===== src/rtl/id_scoreboard_stage_if.sv =====
// ID-stage bundle: decoded instruction in, writeback and pipeline control in,
// and the registered ID/EX outputs plus hazard status out.
interface id_scoreboard_stage_if #(
    parameter int XLEN   = 32,
    parameter int NREGS  = 32,
    parameter int CTRL_W = 24
);
    localparam int AW = $clog2(NREGS);

    // decode side
    logic              valid_i;
    logic [31:0]       instr_i;
    logic [XLEN-1:1]   pc_i;
    logic [XLEN-1:0]   imm_i;
    logic [CTRL_W-1:0] ctrl_i;
    logic              uses_rs1_i;
    logic              uses_rs2_i;
    logic              reg_wen_i;
    logic              is_load_i;
    logic              is_long_i;

    // writeback side
    logic              rd_en_i;
    logic [AW-1:0]     rd_label_i;
    logic [XLEN-1:0]   rd_data_i;
    logic              wb_long_i;

    // pipeline control
    logic              busywait_i;
    logic              flush_i;

    // ID/EX outputs and status
    logic              stall_o;
    logic              valid_o;
    logic [XLEN-1:1]   pc_o;
    logic [XLEN-1:0]   rs1_value_o;
    logic [XLEN-1:0]   rs2_value_o;
    logic [XLEN-1:0]   imm_o;
    logic [CTRL_W-1:0] ctrl_o;
    logic [AW-1:0]     rd_o;
    logic [AW-1:0]     rs1_o;
    logic [AW-1:0]     rs2_o;
    logic              reg_wen_o;
    logic              is_load_o;
    logic              is_long_o;
    logic [NREGS-1:0]  sb_busy_o;
    logic [15:0]       stall_cnt_o;

    modport master (
        output valid_i, instr_i, pc_i, imm_i, ctrl_i,
               uses_rs1_i, uses_rs2_i, reg_wen_i, is_load_i, is_long_i,
               rd_en_i, rd_label_i, rd_data_i, wb_long_i,
               busywait_i, flush_i,
        input  stall_o, valid_o, pc_o, rs1_value_o, rs2_value_o, imm_o, ctrl_o,
               rd_o, rs1_o, rs2_o, reg_wen_o, is_load_o, is_long_o,
               sb_busy_o, stall_cnt_o
    );

    modport slave (
        input  valid_i, instr_i, pc_i, imm_i, ctrl_i,
               uses_rs1_i, uses_rs2_i, reg_wen_i, is_load_i, is_long_i,
               rd_en_i, rd_label_i, rd_data_i, wb_long_i,
               busywait_i, flush_i,
        output stall_o, valid_o, pc_o, rs1_value_o, rs2_value_o, imm_o, ctrl_o,
               rd_o, rs1_o, rs2_o, reg_wen_o, is_load_o, is_long_o,
               sb_busy_o, stall_cnt_o
    );
endinterface


===== src/rtl/id_scoreboard_stage.sv =====
// Decode-stage operand fetch with register file, long-latency scoreboard,
// load-use interlock and the ID/EX pipeline register.
module id_scoreboard_stage #(
    parameter int XLEN   = 32,
    parameter int NREGS  = 32,
    parameter int CTRL_W = 24
) (
    input  logic           clk_i,
    input  logic           rst_i,
    id_scoreboard_stage_if.slave bus
);
    localparam int AW = $clog2(NREGS);

    logic [AW-1:0]    rs1, rs2, rd;
    logic [XLEN-1:0]  rf [NREGS];
    logic [XLEN-1:0]  rs1_value, rs2_value;
    logic [NREGS-1:0] sb, sb_eff, sb_next, clr_vec, set_vec;
    logic             sb_hazard, lu_hazard, stall, accept;
    logic             unused_instr;

    assign rd  = bus.instr_i[7  +: AW];
    assign rs1 = bus.instr_i[15 +: AW];
    assign rs2 = bus.instr_i[20 +: AW];
    assign unused_instr = ^bus.instr_i;

    // Read ports: x0 hard-wired, writeback in the same cycle forwards through.
    always_comb begin
        rs1_value = rf[rs1];
        rs2_value = rf[rs2];
        if (bus.rd_en_i && bus.rd_label_i != '0 && bus.rd_label_i == rs1) rs1_value = bus.rd_data_i;
        if (bus.rd_en_i && bus.rd_label_i != '0 && bus.rd_label_i == rs2) rs2_value = bus.rd_data_i;
        if (rs1 == '0) rs1_value = '0;
        if (rs2 == '0) rs2_value = '0;
    end

    // A long op retiring this cycle no longer blocks decode.
    assign clr_vec = (bus.rd_en_i && bus.wb_long_i) ? (NREGS'(1) << bus.rd_label_i) : '0;
    assign sb_eff  = sb & ~clr_vec;

    assign sb_hazard = bus.valid_i &&
                       ((bus.uses_rs1_i && rs1 != '0 && sb_eff[rs1]) ||
                        (bus.uses_rs2_i && rs2 != '0 && sb_eff[rs2]) ||
                        (bus.reg_wen_i  && rd  != '0 && sb_eff[rd]));

    assign lu_hazard = bus.valid_o && bus.is_load_o && bus.reg_wen_o && bus.rd_o != '0 &&
                       ((bus.uses_rs1_i && rs1 == bus.rd_o) ||
                        (bus.uses_rs2_i && rs2 == bus.rd_o));

    assign stall       = (sb_hazard || lu_hazard) && !bus.flush_i;
    assign bus.stall_o = stall;
    assign accept      = bus.valid_i && !stall && !bus.busywait_i && !bus.flush_i;

    // Set wins over a same-edge clear of the same register; bit 0 never tracks.
    always_comb begin
        set_vec = '0;
        if (accept && bus.is_long_i && bus.reg_wen_i && rd != '0) set_vec = NREGS'(1) << rd;
        sb_next    = (sb & ~clr_vec) | set_vec;
        sb_next[0] = 1'b0;
    end

    // NOTE: the register file is reset element by element, so it must map to
    // flops rather than a RAM macro; drop the reset branch if a RAM is wanted.
    always_ff @(posedge clk_i or negedge rst_i) begin
        if (!rst_i) begin
            for (int i = 0; i < NREGS; i++) rf[i] <= '0;
        end else if (bus.rd_en_i && bus.rd_label_i != '0) begin
            rf[bus.rd_label_i] <= bus.rd_data_i;
        end
    end

    // NOTE: sequential state uses non-blocking assignments so every flop
    // samples pre-edge values regardless of statement order.
    always_ff @(posedge clk_i or negedge rst_i) begin
        if (!rst_i) sb <= '0;
        else        sb <= sb_next;
    end
    assign bus.sb_busy_o = sb;

    always_ff @(posedge clk_i or negedge rst_i) begin
        if (!rst_i)
            bus.stall_cnt_o <= '0;
        else if (stall && !bus.busywait_i && bus.stall_cnt_o != 16'hFFFF)
            bus.stall_cnt_o <= bus.stall_cnt_o + 16'd1;
    end

    // ID/EX register: hold > flush bubble > stall bubble > capture.
    always_ff @(posedge clk_i or negedge rst_i) begin
        if (!rst_i) begin
            bus.valid_o     <= 1'b0;
            bus.pc_o        <= '0;
            bus.rs1_value_o <= '0;
            bus.rs2_value_o <= '0;
            bus.imm_o       <= '0;
            bus.ctrl_o      <= '0;
            bus.rd_o        <= '0;
            bus.rs1_o       <= '0;
            bus.rs2_o       <= '0;
            bus.reg_wen_o   <= 1'b0;
            bus.is_load_o   <= 1'b0;
            bus.is_long_o   <= 1'b0;
        end else if (bus.busywait_i) begin
            // memory hold: everything keeps its value
        end else if (bus.flush_i || stall) begin
            bus.valid_o   <= 1'b0;
            bus.ctrl_o    <= '0;
            bus.reg_wen_o <= 1'b0;
            bus.is_load_o <= 1'b0;
            bus.is_long_o <= 1'b0;
        end else begin
            bus.valid_o     <= bus.valid_i;
            bus.pc_o        <= bus.pc_i;
            bus.rs1_value_o <= rs1_value;
            bus.rs2_value_o <= rs2_value;
            bus.imm_o       <= bus.imm_i;
            bus.ctrl_o      <= bus.ctrl_i;
            bus.rd_o        <= rd;
            bus.rs1_o       <= rs1;
            bus.rs2_o       <= rs2;
            bus.reg_wen_o   <= bus.reg_wen_i;
            bus.is_load_o   <= bus.is_load_i;
            bus.is_long_o   <= bus.is_long_i;
        end
    end
endmodule


===== src/flat_wrapper.sv =====
// flat-port wrapper written by rule: the top's interface ports become plain ports
module id_scoreboard_stage_flat 
#(
    parameter int XLEN   = 32,
    parameter int NREGS  = 32,
    parameter int CTRL_W = 24
)
  (clk_i, rst_i, bus_valid_i, bus_instr_i, bus_pc_i, bus_imm_i, bus_ctrl_i, bus_uses_rs1_i, bus_uses_rs2_i, bus_reg_wen_i, bus_is_load_i, bus_is_long_i, bus_rd_en_i, bus_rd_label_i, bus_rd_data_i, bus_wb_long_i, bus_busywait_i, bus_flush_i, bus_stall_o, bus_valid_o, bus_pc_o, bus_rs1_value_o, bus_rs2_value_o, bus_imm_o, bus_ctrl_o, bus_rd_o, bus_rs1_o, bus_rs2_o, bus_reg_wen_o, bus_is_load_o, bus_is_long_o, bus_sb_busy_o, bus_stall_cnt_o);
  id_scoreboard_stage_if #(.XLEN(XLEN), .NREGS(NREGS), .CTRL_W(CTRL_W)) bus_i ();
  input  logic clk_i;
  input  logic rst_i;
  input wire logic [$bits(bus_i.valid_i)-1:0] bus_valid_i;
  input wire logic [$bits(bus_i.instr_i)-1:0] bus_instr_i;
  input wire logic [$bits(bus_i.pc_i)-1:0] bus_pc_i;
  input wire logic [$bits(bus_i.imm_i)-1:0] bus_imm_i;
  input wire logic [$bits(bus_i.ctrl_i)-1:0] bus_ctrl_i;
  input wire logic [$bits(bus_i.uses_rs1_i)-1:0] bus_uses_rs1_i;
  input wire logic [$bits(bus_i.uses_rs2_i)-1:0] bus_uses_rs2_i;
  input wire logic [$bits(bus_i.reg_wen_i)-1:0] bus_reg_wen_i;
  input wire logic [$bits(bus_i.is_load_i)-1:0] bus_is_load_i;
  input wire logic [$bits(bus_i.is_long_i)-1:0] bus_is_long_i;
  input wire logic [$bits(bus_i.rd_en_i)-1:0] bus_rd_en_i;
  input wire logic [$bits(bus_i.rd_label_i)-1:0] bus_rd_label_i;
  input wire logic [$bits(bus_i.rd_data_i)-1:0] bus_rd_data_i;
  input wire logic [$bits(bus_i.wb_long_i)-1:0] bus_wb_long_i;
  input wire logic [$bits(bus_i.busywait_i)-1:0] bus_busywait_i;
  input wire logic [$bits(bus_i.flush_i)-1:0] bus_flush_i;
  output wire logic [$bits(bus_i.stall_o)-1:0] bus_stall_o;
  output wire logic [$bits(bus_i.valid_o)-1:0] bus_valid_o;
  output wire logic [$bits(bus_i.pc_o)-1:0] bus_pc_o;
  output wire logic [$bits(bus_i.rs1_value_o)-1:0] bus_rs1_value_o;
  output wire logic [$bits(bus_i.rs2_value_o)-1:0] bus_rs2_value_o;
  output wire logic [$bits(bus_i.imm_o)-1:0] bus_imm_o;
  output wire logic [$bits(bus_i.ctrl_o)-1:0] bus_ctrl_o;
  output wire logic [$bits(bus_i.rd_o)-1:0] bus_rd_o;
  output wire logic [$bits(bus_i.rs1_o)-1:0] bus_rs1_o;
  output wire logic [$bits(bus_i.rs2_o)-1:0] bus_rs2_o;
  output wire logic [$bits(bus_i.reg_wen_o)-1:0] bus_reg_wen_o;
  output wire logic [$bits(bus_i.is_load_o)-1:0] bus_is_load_o;
  output wire logic [$bits(bus_i.is_long_o)-1:0] bus_is_long_o;
  output wire logic [$bits(bus_i.sb_busy_o)-1:0] bus_sb_busy_o;
  output wire logic [$bits(bus_i.stall_cnt_o)-1:0] bus_stall_cnt_o;
  assign bus_i.valid_i = bus_valid_i;
  assign bus_i.instr_i = bus_instr_i;
  assign bus_i.pc_i = bus_pc_i;
  assign bus_i.imm_i = bus_imm_i;
  assign bus_i.ctrl_i = bus_ctrl_i;
  assign bus_i.uses_rs1_i = bus_uses_rs1_i;
  assign bus_i.uses_rs2_i = bus_uses_rs2_i;
  assign bus_i.reg_wen_i = bus_reg_wen_i;
  assign bus_i.is_load_i = bus_is_load_i;
  assign bus_i.is_long_i = bus_is_long_i;
  assign bus_i.rd_en_i = bus_rd_en_i;
  assign bus_i.rd_label_i = bus_rd_label_i;
  assign bus_i.rd_data_i = bus_rd_data_i;
  assign bus_i.wb_long_i = bus_wb_long_i;
  assign bus_i.busywait_i = bus_busywait_i;
  assign bus_i.flush_i = bus_flush_i;
  assign bus_stall_o = bus_i.stall_o;
  assign bus_valid_o = bus_i.valid_o;
  assign bus_pc_o = bus_i.pc_o;
  assign bus_rs1_value_o = bus_i.rs1_value_o;
  assign bus_rs2_value_o = bus_i.rs2_value_o;
  assign bus_imm_o = bus_i.imm_o;
  assign bus_ctrl_o = bus_i.ctrl_o;
  assign bus_rd_o = bus_i.rd_o;
  assign bus_rs1_o = bus_i.rs1_o;
  assign bus_rs2_o = bus_i.rs2_o;
  assign bus_reg_wen_o = bus_i.reg_wen_o;
  assign bus_is_load_o = bus_i.is_load_o;
  assign bus_is_long_o = bus_i.is_long_o;
  assign bus_sb_busy_o = bus_i.sb_busy_o;
  assign bus_stall_cnt_o = bus_i.stall_cnt_o;
  id_scoreboard_stage #(.XLEN(XLEN), .NREGS(NREGS), .CTRL_W(CTRL_W)) u_core (.clk_i(clk_i), .rst_i(rst_i), .bus(bus_i));
endmodule

===== config.mk =====
export PLATFORM = sky130hd
export DESIGN_NAME = id_scoreboard_stage_flat
export DESIGN_NICKNAME = d
export VERILOG_FILES = /design/src/rtl/id_scoreboard_stage_if.sv /design/src/rtl/id_scoreboard_stage.sv /design/src/flat_wrapper.sv
export SDC_FILE = /design/constraint.sdc
export NUM_CORES = 2
export LEC_CHECK = 0
export ABC_AREA = 1
export CORE_ASPECT_RATIO = 0.5
export CORE_MARGIN = 1.5
export CORE_UTILIZATION = 30
export DETAILED_ROUTE_END_ITERATION = 7
export GPL_ROUTABILITY_DRIVEN = 0
export PLACE_DENSITY = 0.59
export SLEW_MARGIN = 20
export SYNTH_ARGS = -nofsm -noshare
export SYNTH_HDL_FRONTEND = slang
export SYNTH_SLANG_ARGS = --single-unit

===== constraint.sdc =====
create_clock -name clk_i -period 2.1 [get_ports clk_i]
set_input_delay 0.315 -clock clk_i [delete_from_list [all_inputs] [get_ports clk_i]]
set_output_delay 0.315 -clock clk_i [all_outputs]
set_load 0.02 [all_outputs]

==> results.yml <==
finish:
  final_common_cell: "o21ai_0"
  post_route_cells_drive_above_1_share_pct: 14.3
  ff_latch_area_um2: 31100
  finish.net_count: 9460
  fin_util_pct: 39.6
  final_cells: 12300
  finalInstanceArea_um2: 85300
  final_cell_mix: "o21ai_0, nand2_1, dfrtp_1, buf_4, a21oi_1"
  multi_input_area_um2: 29900
  areaGrowthSynthToFinish_pct: 30.5
  fillerInstances: 21800
setup_path:
  critical_path_required_ps: 1780
  cp-end-kind: "output port"
  startpoint_type: "flop"
  rrSetupSlack_ps: -420
  critical_path_class: "reg -> out"
  startpoint: "u_core.bus.sb_busy_o[22]"
  crit_chain: "nand2_2 > buf_4 > nand2_1 > nand3_2 > nand3_2 > nand3_2 > nand2_2 > nand2_2 > nand3_4 > nand2_4 > buf_6 > a21oi_4 > buf_6"
  cp.arrival_ps: 2600
  path_delay_family: "simple AND/OR/NAND/NOR gates"
  crit_fanout: 2
  critPathMaxStageDelay_ps: 440
  r2r_end: "u_core.bus.sb_busy_o[12]"
  cpMaxStageDelayCell: "dfrtp_1"
  crit_buf_inv: 3
  reg2reg_depth: 12
  r2r-start: "u_core.bus.rd_o[2]"
floorplan:
  io_pins: 387
  die_h_um: 333
  coreArea_um2: 215000
  initial_core_util_pct: 30.3
  placementRows: 120
  die_area_um2: 221000
  fp.dieW_um: 663
worst_hold_path:
  hold_start: "bus_ctrl_i[4]"
  hold_depth: 3
  hold_class: "in -> reg"
  min_to: "u_core.bus.ctrl_o[4]"
logic_synthesis:
  syn_nets: 8841
  ys_seq_elements: 1241
  synth_async_sr_flop_share_pct: 100
  seq_area_frac_synth_pct: 47.5
  avgSynthCellArea_um2: 7.53
  ys.flop_type: "dfrtp_1"
  synth.cell_area_um2: 65300
  post_synth_num_cell_types: 46
  yosys_warnings: 0
  synth_edf_count: 0
  synthCells: 8672
sta:
  min_period_ps: 2910
  worstMarginPinSlew_ps: 1030
  period_share_pct: 139
  fmax_ghz: 0.343
  hold_viol: 0
  finalSetupViolations: 331
  worst_slack_ps: -813
  fin_skew_ps: 35.4
  drv_slew: 0
  relSlewSlack_pct: 29.2
  setup_tns_ps: -84940
  grt_setup_unrepaired: "true"
  fin_hold_ws_ps: 53.0
global_route:
  grt_use_met2_pct: 39.1
  antenna_found_initial: 18
  use_met1_pct: 36.8
  grtUsageMet3_pct: 7.18
  track_usage_pct: 27.0
  overflow: 0
  busiest_layer: "met2"
  grt_pass1_vias: 63700
  grt_pass1_wl_um: 448000
  grt_max_degree: 86
detailed_routing:
  drt-total-wl_um: 307000
  ant_nets: 0
  drt_iter0_markers: 10300
  num_vias: 69200
  firstDrtPassIters: 8
  drc: 0
  via_per_inst: 5.64
  wl_per_cell_um: 25.0
clock_tree:
  cts_root_buffer: "clkbuf_16"
  clk_latency_ps: 810
  cts_tree: "yes"
  clockBufferDepth: 3
  htreeDepth: 4
  numCtsBuffers: 134
  cts_sinks: 1241
  clk_pin_slew_ps: 60
status:
  failed_checks: "negative setup slack"
  run_status: "complete, but fails checks"
placed_design:
  port_buffers: 368
  hpwl_um: 210000
  placed_cells: 12000
  dp_slack_ps: -1640
  placedInstanceArea_um2: 79600
job:
  max-cap-violations: 0
power:
  total_power_mw: 73.7
  leakage_nw: 37.7
  peakVddDrop_v: 0.000818
  p_per_area_nw_per_um2: 864
==> worst register-to-register path, stage by stage, from the launching register on <==
cell and delay [ps]:
dfrtp_1 420, buf_4 160, or3_1 380, o311ai_4 300, buf_12 170, buf_4 130
nand3_4 140, buf_16 190, nor2_4 100, buf_12 130, clkbuf_16 170, nand3_1 70
nand2_1 80
==> worst max-delay path by stage <==
stage / end / slack [ps] / depth (start not counted)
after floorplan: u_core.bus.rs1_value_o[8] / -110 / 19
after global placement: u_core.bus.rs2_value_o[12] / -1560 / 14
after detailed placement: u_core.bus.rs2_value_o[12] / -1640 / 14
after CTS: bus_stall_o / -870 / 8
after global routing: bus_stall_o / -890 / 13
final: bus_stall_o / -810 / 13
==> power breakdown <==
group	internal [mW]	leakage [nW]	switching [mW]
clock	15.5	2.35	10.7
combinational	6.54	19.3	9.67
sequential	28.1	16.1	3.19
==> area by class of cell <==
class	count	area share (%)
multi-input cells	6117	35.0
clock inverters	43	0.841
repair buffers	1324	16.6
inverters	473	2.14
flip-flops and latches	1241	36.4
diodes	9	0.0264
clock buffers	199	4.75
well taps	2867	4.21
==> metal layers <==
metal	part of all wire [%]	up-vias
met3	12	825
li1	-	30700
met5	0.032	-
met2	41	4269
met4	5.8	16
met1	41	33300
==> Yosys cell counts (2+ instances only) <==
master | count | area share (%)
nand4_1 | 23 | 0.22
a311oi_1 | 3 | 0.040
clkbuf_1 | 685 | 3.9
o21ai_0 | 2265 | 17
nor4_1 | 8 | 0.077
buf_2 | 102 | 0.78
nand3_1 | 485 | 3.7
o2111ai_1 | 15 | 0.20
dfrtp_1 | 1241 | 48
nor3_1 | 9 | 0.069
inv_2 | 10 | 0.057
clkinv_1 | 8 | 0.046
o22ai_1 | 32 | 0.31
a211o_1 | 7 | 0.094
o311ai_0 | 7 | 0.094
nor2_2 | 5 | 0.048
a211oi_1 | 22 | 0.25
nor2_4 | 2 | 0.034
o21ai_1 | 71 | 0.54
o211ai_1 | 226 | 2.6
a2111oi_0 | 6 | 0.080
buf_4 | 14 | 0.16
a221oi_1 | 6 | 0.080
xor2_1 | 15 | 0.20
xnor2_1 | 11 | 0.15
clkbuf_2 | 2 | 0.015
a31oi_1 | 3 | 0.029
a21oi_1 | 514 | 3.9
inv_1 | 455 | 2.6
buf_1 | 37 | 0.21
o221ai_1 | 97 | 1.3
nand2_1 | 1759 | 10
nor2_1 | 514 | 3.0
==> sequential cells by signal (all words and copies together), names as in the netlist <==
name	count
u_core.bus.ctrl_o	24
u_core.bus.imm_o	32
u_core.bus.is_load_o	1
u_core.bus.is_long_o	1
u_core.bus.pc_o	31
u_core.bus.rd_o	5
u_core.bus.reg_wen_o	1
u_core.bus.rs1_o	5
u_core.bus.rs1_value_o	32
u_core.bus.rs2_o	5
u_core.bus.rs2_value_o	32
u_core.bus.sb_busy_o	31
u_core.bus.stall_cnt_o	16
u_core.bus.valid_o	1
u_core.rf	1024
==> cell families (layout without fill, tap and decap cells) <==
| group | Yosys count | after routing | synth area share (%) |
|---|---|---|---|
| compound gates | 3278 | 3278 | 27.0 |
| xor+xnor | 26 | 26 | 0.349 |
| fa+ha+maj | 1 | 1 | 0.0191 |
| buf+inv | 1314 | 2039 | 7.84 |
| flops | 1241 | 1241 | 47.5 |
| mux | 1 | 1 | 0.0153 |
| other cells | 1 | 10 | 0.00574 |
| simple gates | 2810 | 2810 | 17.3 |
==> repair_timing <==
item,in CTS,in global routing
hold endpoints to repair,647,0
gates resized for setup,60,57
setup buffers,15,11
cloned,9,4
endpoints found under the setup margin,638,482
hold buffers,1,0
pin swaps,8,17
Power figures use the tool's default switching activity.
